**config.mk**
```make
export PLATFORM = sky130hd
export DESIGN_NAME = sram_port_arbiter
export DESIGN_NICKNAME = d
export VERILOG_FILES = /design/src/rtl/sram_port_arbiter_pkg.sv /design/src/rtl/sram_port_arbiter_rr_arbiter.sv /design/src/rtl/sram_port_arbiter.sv
export SDC_FILE = /design/constraint.sdc
export NUM_CORES = 1
export LEC_CHECK = 0
export ABC_AREA = 0
export BUFFER_PORTS_ARGS = -buffer_cell sky130_fd_sc_hd__buf_2
export CAP_MARGIN = 20
export CORE_AREA = 2 2 82 84
export DETAILED_ROUTE_END_ITERATION = 8
export DIE_AREA = 0 0 84 86
export GPL_TIMING_DRIVEN = 1
export PLACE_DENSITY = 0.7
export SLEW_MARGIN = 20
export SYNTH_ARGS = -nofsm -noshare
export SYNTH_HDL_FRONTEND = slang
export SYNTH_SLANG_ARGS = --single-unit
```
**constraint.sdc**
```tcl
create_clock -name hclk -period 3.1 [get_ports hclk]
set_clock_uncertainty 0.05 [all_clocks]
set_input_delay 0.465 -clock hclk [delete_from_list [all_inputs] [get_ports hclk]]
set_output_delay 0.465 -clock hclk [all_outputs]
set_load 0.02 [all_outputs]
```
**src/rtl/sram_port_arbiter_pkg.sv**
```systemverilog
// sram_arb_pkg: shared types and default sizing for the SRAM port arbiter.
//   arb_state_e  : lock FSM state encoding (ARB / LOCKED)
//   DEF_*        : default parameter values for the top level
//   CNT_W        : lock counter width, wide enough for LOCK_MAX up to 255
package sram_arb_pkg;

  typedef enum logic {
    ST_ARB    = 1'b0,
    ST_LOCKED = 1'b1
  } arb_state_e;

  localparam int DEF_WIDTH    = 32;
  localparam int DEF_DEPTH    = 4096;
  localparam int DEF_NREQ     = 2;
  localparam int DEF_LOCK_MAX = 16;
  localparam int CNT_W        = 8;

endpackage

```
**src/rtl/sram_port_arbiter_rr_arbiter.sv**
```systemverilog
// rr_arbiter: combinational round-robin pick.
//   req [NREQ] : request vector
//   ptr [IW]   : index of the last winner; search starts just after it
//   gnt [NREQ] : one-hot grant (zero when nothing requests)
//   idx [IW]   : index of the granted requester (0 when nothing requests)
module rr_arbiter #(
  parameter int NREQ = 2,
  parameter int IW   = $clog2(NREQ)
) (
  input  logic [NREQ-1:0] req,
  input  logic [IW-1:0]   ptr,
  output logic [NREQ-1:0] gnt,
  output logic [IW-1:0]   idx
);

  logic          found;
  logic [IW-1:0] cand;

  always_comb begin
    gnt   = '0;
    idx   = '0;
    found = 1'b0;
    cand  = '0;
    // Offsets 1..NREQ walk every index once, ending on ptr itself so a
    // lone requester that just won is picked again.
    for (int k = 1; k <= NREQ; k++) begin
      cand = IW'((int'(ptr) + k) % NREQ);
      if (!found && req[cand]) begin
        found = 1'b1;
        idx   = cand;
      end
    end
    if (found) gnt[idx] = 1'b1;
  end

endmodule

```
**src/rtl/sram_port_arbiter.sv**
```systemverilog
// sram_port_arbiter: shares one single-port SRAM macro between NREQ
// requesters, one access per cycle, round-robin with a bounded bus lock.
//   hclk, hreset           : clock, synchronous active-high reset
//   req/we/lock [NREQ]     : per-requester request, write flag, lock hold
//   addr  [NREQ*WIDTH_ADDR]: word address, requester i in slice i
//   wdata [NREQ*WIDTH]     : write data, requester i in slice i
//   gnt    [NREQ]          : zero-cycle grant, one-hot or zero
//   rvalid [NREQ], rdata   : read return, one cycle after acceptance
//   lock_abort             : one-cycle pulse on a forced lock release
//   sram_csn/wen/a/d, sram_q : SRAM macro pins
//
// state  | meaning
// -------+--------------------------------------------------------------
// ARB    | round-robin among all requesters, search starts after ptr
// LOCKED | owner has exclusive access; others wait until release/abort
module sram_port_arbiter
  import sram_arb_pkg::*;
#(
  parameter int WIDTH      = DEF_WIDTH,
  parameter int DEPTH      = DEF_DEPTH,
  parameter int WIDTH_ADDR = $clog2(DEPTH),
  parameter int NREQ       = DEF_NREQ,
  parameter int LOCK_MAX   = DEF_LOCK_MAX
) (
  input  logic                       hclk,
  input  logic                       hreset,
  input  logic [NREQ-1:0]            req,
  input  logic [NREQ-1:0]            we,
  input  logic [NREQ-1:0]            lock,
  input  logic [NREQ*WIDTH_ADDR-1:0] addr,
  input  logic [NREQ*WIDTH-1:0]      wdata,
  output logic [NREQ-1:0]            gnt,
  output logic [NREQ-1:0]            rvalid,
  output logic [WIDTH-1:0]           rdata,
  output logic                       lock_abort,
  output logic                       sram_csn,
  output logic                       sram_wen,
  output logic [WIDTH_ADDR-1:0]      sram_a,
  output logic [WIDTH-1:0]           sram_d,
  input  logic [WIDTH-1:0]           sram_q
);

  localparam int IW = $clog2(NREQ);
  localparam logic [CNT_W-1:0] CNT_MAX = CNT_W'(LOCK_MAX);

  arb_state_e       state, state_nxt;
  logic [IW-1:0]    ptr, ptr_nxt;
  logic [IW-1:0]    owner, owner_nxt;
  logic [CNT_W-1:0] lock_cnt, cnt_nxt, cnt_inc;
  logic             lock_abort_q, abort_nxt;
  logic [NREQ-1:0]  rd_pend, rd_pend_nxt;

  logic [NREQ-1:0]  arb_gnt;
  logic [IW-1:0]    arb_idx;
  logic [NREQ-1:0]  owner_oh;
  logic [IW-1:0]    sel;
  logic             acc;
  logic             others;

  rr_arbiter #(
    .NREQ (NREQ),
    .IW   (IW)
  ) u_rr (
    .req (req),
    .ptr (ptr),
    .gnt (arb_gnt),
    .idx (arb_idx)
  );

  always_ff @(posedge hclk) begin
    if (hreset) begin
      state        <= ST_ARB;
      ptr          <= IW'(NREQ - 1);
      owner        <= '0;
      lock_cnt     <= '0;
      lock_abort_q <= 1'b0;
      rd_pend      <= '0;
    end else begin
      state        <= state_nxt;
      ptr          <= ptr_nxt;
      owner        <= owner_nxt;
      lock_cnt     <= cnt_nxt;
      lock_abort_q <= abort_nxt;
      rd_pend      <= rd_pend_nxt;
    end
  end

  always_comb begin
    state_nxt   = state;
    ptr_nxt     = ptr;
    owner_nxt   = owner;
    cnt_nxt     = lock_cnt;
    abort_nxt   = 1'b0;
    rd_pend_nxt = (acc && !we[sel]) ? gnt : '0;
    others      = |(req & ~owner_oh);
    cnt_inc     = (lock_cnt == CNT_MAX) ? lock_cnt : lock_cnt + CNT_W'(1);
    if (acc) ptr_nxt = sel;
    case (state)
      ST_ARB: begin
        if (acc && lock[sel]) begin
          state_nxt = ST_LOCKED;
          owner_nxt = sel;
          cnt_nxt   = CNT_W'(1);
        end
      end
      ST_LOCKED: begin
        if ((acc && !lock[owner]) || (!req[owner] && !lock[owner])) begin
          state_nxt = ST_ARB;
          cnt_nxt   = '0;
        end else begin
          if (acc) cnt_nxt = cnt_inc;
          // The current owner access still goes through; the release lands
          // next cycle with ptr parked on the owner so it ranks last.
          if (cnt_nxt == CNT_MAX && others) begin
            state_nxt = ST_ARB;
            cnt_nxt   = '0;
            abort_nxt = 1'b1;
            ptr_nxt   = owner;
          end
        end
      end
      default: state_nxt = ST_ARB;
    endcase
  end

  // Grant and SRAM pins are forced idle while hreset is high so the
  // reset cycle itself shows reset values on every output.
  always_comb begin
    owner_oh        = '0;
    owner_oh[owner] = 1'b1;
    gnt             = '0;
    sel             = arb_idx;
    if (!hreset) begin
      if (state == ST_LOCKED) begin
        gnt = req & owner_oh;
        sel = owner;
      end else begin
        gnt = arb_gnt;
      end
    end
    acc        = |gnt;
    sram_csn   = ~acc;
    sram_wen   = ~(acc & we[sel]);
    sram_a     = acc ? addr[sel*WIDTH_ADDR +: WIDTH_ADDR] : '0;
    sram_d     = acc ? wdata[sel*WIDTH +: WIDTH] : '0;
    rvalid     = hreset ? '0 : rd_pend;
    rdata      = (|rvalid) ? sram_q : '0;
    lock_abort = lock_abort_q & ~hreset;
  end

endmodule
```
### Word level (Yosys, flattened, before mapping)

Index checks and enable logic that the tools add are counted.

| storage, ports and cells | value |
|---|---|
| flip-flop bits (word level) | 14 |
| output and inout port bits | 83 |
| word-level logic and storage cells | 97 |
| bits of input ports | 128 |

| operators by class | value |
|---|---|
| add/subtract/negate cells | 3 |
| order comparisons | 7 |
| equality and inequality tests | 3 |
| muxes and demuxes | 46 |
| reduce and logical (&&, ||, !) cells | 19 |
| bitwise logic cells | 10 |
| multipliers | 1 |
| shifts and indexed selects | 2 |

Operators with widths:

| cell | count |
|---|---|
| $mux W32 | 2 |
| $shiftx A64 B7 Y32 | 1 |
| $mux W8 | 7 |
| $mux W1 | 28 |
| $shiftx A24 B6 Y12 | 1 |
| $eq A8 B5 Y1 const B | 2 |
| $pmux W8 S2 | 1 |
| $mux W12 | 1 |
| $lt A1 B2 Y1 const B | 5 |
| $add A8 B1 Y8 const B | 1 |
| $logic_and A1 B1 Y1 | 8 |
| $mux W2 | 4 |
| $reduce_or A2 Y1 | 4 |
| $not A1 Y1 | 5 |
| $and A2 B2 Y2 | 2 |
| $logic_not A1 Y1 | 4 |
| $mul A1 B2 Y3 const B | 1 |
| $reduce_or A3 Y1 | 1 |
| $add A1 B1 Y1 const B | 2 |
| $and A1 B1 Y1 | 2 |
| $demux W1 S1 | 2 |
| $ge A1 B1 Y1 const B | 2 |
| $ne A2 B2 Y1 const B | 1 |
| $not A2 Y2 | 1 |
| 3 further kinds | 3 |

### Logic depth before layout (Yosys ltp)

| depth | value |
|---|---|
| depth in word-level cells | 24 |
| gate-level depth with buffers | 9 |
| gate-level depth less buffers | 9 |

### Modules after synthesis

A second synthesis with hierarchy kept.

| second synthesis, totals | value |
|---|---|
| cells, all modules | 319 |
| area, all modules | 1985.7 µm² |

By module, submodules not included:

| module | area an instance (µm²) | times used | cells each | sequential area each (µm²) |
|---|---|---|---|---|
| sram_port_arbiter | 1959.4 | 1 | 315 | 280.3 |
| rr_arbiter | 26.3 | 1 | 4 | 0.0 |

### Worst setup path after synthesis

Ideal clock, no wire load.

| path | value |
|---|---|
| path type | input to output |
| start point | input req[1] |
| end point | output sram_a[10] |
| arrival | 2002 ps |
| stages | 7 |
| buffers on the path | 3 |
| data required time | 2585 ps |
| slack | 583 ps |
| cells stage by stage | buf_4 a21boi_0 mux2_2 clkbuf_1 buf_1 nand2_1 a21oi_1 |

| between the ends | value |
|---|---|
| cells in the longest elaborated chain, start to end | 15 |
| elaborated cells between the ends (all ways) | 25 |
| those cells by class | mul: 1; order compare: 2; shift: 1; mux: 16; bitwise: 1; reduce/logical: 4 |

RTL lines:

| element | RTL line | RTL |
|---|---|---|
| from (decl) | sram_port_arbiter.sv:27 | `input logic [NREQ-1:0] req,` |
| parallel branches: the longest is 14 deep, another holds $mul A1 B2 Y3 | -- |  |
| $mux W12 (*) | sram_port_arbiter.sv:144 | `sram_a = acc ? addr[sel*WIDTH_ADDR +: WIDTH_ADDR] : '0;` |
| to (decl) | sram_port_arbiter.sv:38 | `output logic [WIDTH_ADDR-1:0] sram_a,` |

Every way passes the cells marked *. The select of a mux whose other input is x is not followed.

### Worst setup path after layout

| path | value |
|---|---|
| start point | register state |
| end point | output sram_wen |

| between the ends | value |
|---|---|
| cells in the longest elaborated chain, start to end | 6 |
| elaborated cells between the ends (all ways) | 9 |
| those cells by class | mux: 6; bitwise: 2; reduce/logical: 1 |

RTL lines:

| element | RTL line | RTL |
|---|---|---|
| from (decl) | sram_port_arbiter.sv:46 | `arb_state_e state, state_nxt;` |
| from (signal assigned) | sram_port_arbiter.sv:79 | `state <= state_nxt;` |
| $mux W1 | sram_port_arbiter.sv:134 | `if (state == ST_LOCKED) begin` |
| $mux W1 | sram_port_arbiter.sv:133 | `if (!hreset) begin` |
| $mux W1 (not written as such) (2 in series) | sram_port_arbiter.sv:143 | `sram_wen = ~(acc & we[sel]);` |
| $and A1 B1 Y1 (*) | sram_port_arbiter.sv:143 |  |
| $not A1 Y1 (*) | sram_port_arbiter.sv:143 |  |
| to (decl) | sram_port_arbiter.sv:37 | `output logic sram_wen,` |

Mark *: on every way between the ends. The rest lies on a longest branch, timed or not. The select of a mux whose other input is x is not followed.

==> reports/qor_table.md <==
| Quantity | This run |
|---|---|
| Mean instance size in the synthesized netlist | 5.98 um^2 |
| Clock-pin transition on the worst setup and hold timing paths | 0.06 ns |
| Tcrit/Tclk final | 89.9% |
| Filler Cells Inserted | 643 |
| Crit end category | output pin |
| Number of flops mapped to enable cells by yosys | 0 |
| Boundary Pins | 211 |
| Final wirelength | 8140 um |
| Number of buffer and inverter instances along the worst setup path | 2 |
| Post-synthesis instance total | 321 |
| Final Hold Viols | 0 |
| Worst slack at placement | 0.404 ns |
| Effective utilization at floorplan | 30.6% |
| Cell with the most instances after synthesis | sky130_fd_sc_hd__nand2_1 |
| Nets@finish | 652 |
| Post-layout minimum cycle time | 2.79 ns |
| Worst path cell trace | buf_4 -> nor2b_1 -> mux2_2 -> mux2i_1 -> nand2b_1 -> buf_2 |
| Worst-margin pin slew | 0.468 ns |
| Hold endpoint | lock_cnt[7] |
| Ratio of routed vias to standard cells | 4.97 |
| Number of antenna violations at the first check in global routing | 1 |
| List of most frequent post-synthesis cells | sky130_fd_sc_hd__nand2_1 (102), sky130_fd_sc_hd__a21oi_1 (53), sky130_fd_sc_hd__nor2b_1 (38) |
| Die Outline Area | 7220 um^2 |
| FF-to-FF path depth | 9 |
| Skew-Pair Late Insertion Delay | 0.25 ns |
| RSZ-0062 raised after global routing | no |
| First-pass GRT wire length | 12000 um |
| Count of warnings emitted by yosys | 0 |
| Clk Tree Root Cell | sky130_fd_sc_hd__clkbuf_8 |
| Routed vias | 2976 |
| End of the worst register-to-register path | ptr |
| FF/Latch Area | 280 um^2 |
| Reg-to-reg slack, setup | 0.42 ns |
| Area Overhead vs Synth | 63.5% |
| Estimated wirelength of the detail-placed design | 6580 um |
| Worst rel slew slack | 68.7% |
| Cts bufs inserted | 3 |
| Die Height | 86 um |
| P per Cell Area | 250 nW/um^2 |
| Peak clock frequency supported by timing | 0.359 GHz |
| Syn Nets | 451 |
| Maximum number of pins on one net before global-route repair | 46 |
| Sequential element share of the synthesized area | 14.6% |
| Share of flip-flops with an asynchronous set or reset after synthesis | 0% |
| Highest fanout seen on the critical path | 8 |
| Violation count after the first detailed-route iteration | 110 |
| Depth of the worst hold-timing path | 2 |
| Hold path startpoint | lock_cnt[7] |
| Post-cts hold buffer count | 0 |
| Critical path start-end classification | reg2out |
| Row Count | 29 |
| Worst hold margin | 0.461 ns |
| Core area | 6280 um^2 |
| Post-synthesis cell type with the largest combined area | sky130_fd_sc_hd__nand2_1 |
| Leakage power of the design | 1.70 nW |
| Top FF cell, synth | sky130_fd_sc_hd__dfxtp_1 |
| Layout cells sized above 1 | 45.1% |
| Slowest-stage cell, CP | sky130_fd_sc_hd__dfxtp_1 |
| Cell variety after synth | 49 |
| Wire length per cell after detailed routing | 13.6 um |
| First-pass DRT Iterations | 4 |
| Final Wtd Congestion | 0.994 |
| Overall fraction of global-route tracks in use | 20.2% |
| Clock net sink count | 14 |
| Kind of path behind the tightest hold check | reg2reg |
| Peak VDD IR | 0.000170 V |
| Maxcap violations | 0 |
| DRC violation count after routing | 0 |
| I/O Buffers | 210 |
| H-tree level count | 1 |
| TritonCTS clock tree | yes |
| CP delay by family, top | multiplexers |
| Worst path required time | 2.58 ns |
| Setup tns final | 0 ns |
| Fraction of post-synthesis cell area in the top cell type by area | 20.0% |
| Post-DRT Antenna Nets | 0 |
| Number of cells upsized or downsized after cts | 0 |
| Final WS setup | 0.315 ns |
| Cell types occupying the most area after synthesis | sky130_fd_sc_hd__nand2_1 (20%), sky130_fd_sc_hd__dfxtp_1 (15%), sky130_fd_sc_hd__a21oi_1 (14%), sky130_fd_sc_hd__nor2b_1 (12%), sky130_fd_sc_hd__clkbuf_1 (2.7%) |
| Post-CTS Setup Repair Bufs | 0 |
| Worst flop-to-flop path startpoint | lock_cnt[0] |
| GRT Residual Overflow | 0 |
| Status | finished, final reports clean |
| CP Launch Type | flip-flop |
| Max stage delay on crit path | 0.48 ns |
| Flop and latch count out of synthesis | 14 |
| Arrival time at the worst endpoint | 2.27 ns |
| Via count of the first global-routing pass | 2615 |
| Post-synth design cell area | 1920 um^2 |
| Final number of max-transition violations | 0 |
| Buffers from clock root to sink, at most | 2 |
| Number of setup violations in the final report | 0 |
| Area of combinational cells with multiple inputs | 1520 um^2 |
| Die W | 84 um |
-- how the worst max path moves through the flow --
stage            from          to  cells after the start
5_1_grt         state  sram_a[11]                      7
3_3_place_gp   hreset         ptr                      8
2_1_floorplan  req[1]  sram_a[10]                      7
6_report        state    sram_wen                      6
4_1_cts         state  sram_a[11]                      7
3_5_place_dp   hreset         ptr                      8
-- worst reg2reg max path, stage by stage (launching register included) --
cell                        delay [ns]
sky130_fd_sc_hd__dfxtp_1          0.37
sky130_fd_sc_hd__inv_1            0.12
sky130_fd_sc_hd__ha_1             0.15
sky130_fd_sc_hd__nor4b_1          0.35
sky130_fd_sc_hd__nand3_1          0.15
sky130_fd_sc_hd__nand3_1          0.19
sky130_fd_sc_hd__nor3b_1          0.44
sky130_fd_sc_hd__o2111ai_4        0.23
sky130_fd_sc_hd__or3_1            0.36
sky130_fd_sc_hd__a21o_1           0.18
-- metal layers --
| layer | up-vias | track usage, % | share of wire (%) |
|---|---|---|---|
| met5 | - | 0 | 0 |
| met3 | 16 | 6.93 | 11 |
| met4 | 0 | 5.28 | 1.8 |
| met1 | 1291 | 20.7 | 36 |
| li1 | 1487 | - | - |
| met2 | 182 | 39.1 | 52 |
-- registers in the layout, summed over array words and instances, names as in the netlist --
| register | cells |
|---|---|
| lock_abort_q | 1 |
| lock_cnt | 8 |
| owner | 1 |
| ptr | 1 |
| rd_pend | 2 |
| state | 1 |
-- cell usage in the layout (no fill, tap or decap), types with 2 or more instances in the layout --
cell type	count
sky130_fd_sc_hd__a31oi_1	5
sky130_fd_sc_hd__buf_2	210
sky130_fd_sc_hd__o21a_1	2
sky130_fd_sc_hd__nor3_1	8
sky130_fd_sc_hd__nand2b_1	4
sky130_fd_sc_hd__dfxtp_1	14
sky130_fd_sc_hd__clkbuf_8	4
sky130_fd_sc_hd__a21o_1	2
sky130_fd_sc_hd__nor3b_1	2
sky130_fd_sc_hd__ha_1	2
sky130_fd_sc_hd__mux2i_1	3
sky130_fd_sc_hd__nor4_1	2
sky130_fd_sc_hd__a21oi_1	53
sky130_fd_sc_hd__o21ai_0	5
sky130_fd_sc_hd__nor2_1	13
sky130_fd_sc_hd__nand3_1	6
sky130_fd_sc_hd__and4_1	2
sky130_fd_sc_hd__nor2b_1	38
sky130_fd_sc_hd__buf_12	3
sky130_fd_sc_hd__a211oi_1	3
sky130_fd_sc_hd__nand2_1	102
sky130_fd_sc_hd__nand4_1	2
sky130_fd_sc_hd__inv_1	5
sky130_fd_sc_hd__buf_4	6
-- final cells by class --
class / instances / share of cell area [%]
timing repair buffer: 219 / 36.9
sequential: 14 / 8.94
tap: 77 / 3.07
antenna: 1 / 0.0798
inverter: 6 / 0.718
multi-input combinational: 278 / 48.6
clock buffer: 4 / 1.76
-- cell families after synthesis --
kind of cell | after synthesis | share of synthesized area (%)
AND/OR/NAND/NOR | 191 | 48.9
AO/OA/AOI/OAI | 79 | 25.3
buffers and inverters | 29 | 6.78
flip-flops | 14 | 14.6
multiplexers | 5 | 2.67
adder cells (fa/ha/maj) | 2 | 1.30
XOR/XNOR | 1 | 0.457
-- report_power, final --
part | leakage [nW] | internal [mW] | switching [mW]
Sequential | 0.113 | 0.185 | 0.00956
Clock | 0.0288 | 0.113 | 0.0712
Combinational | 1.55 | 0.169 | 0.236
Total | 1.70 | 0.467 | 0.317
-- per-stage QoR --
step	util, %	cells	instance area (um^2)	power, mW
after floorplan	-	321	1920	0.426
after global placement	49.0	594	3080	0.597
after detailed placement	49.0	594	3080	0.602
after CTS	49.9	598	3130	0.786
after global routing	49.9	598	3130	0.835
final	50.0	599	3140	0.785
No activity file was read; power rests on OpenSTA's default activity.
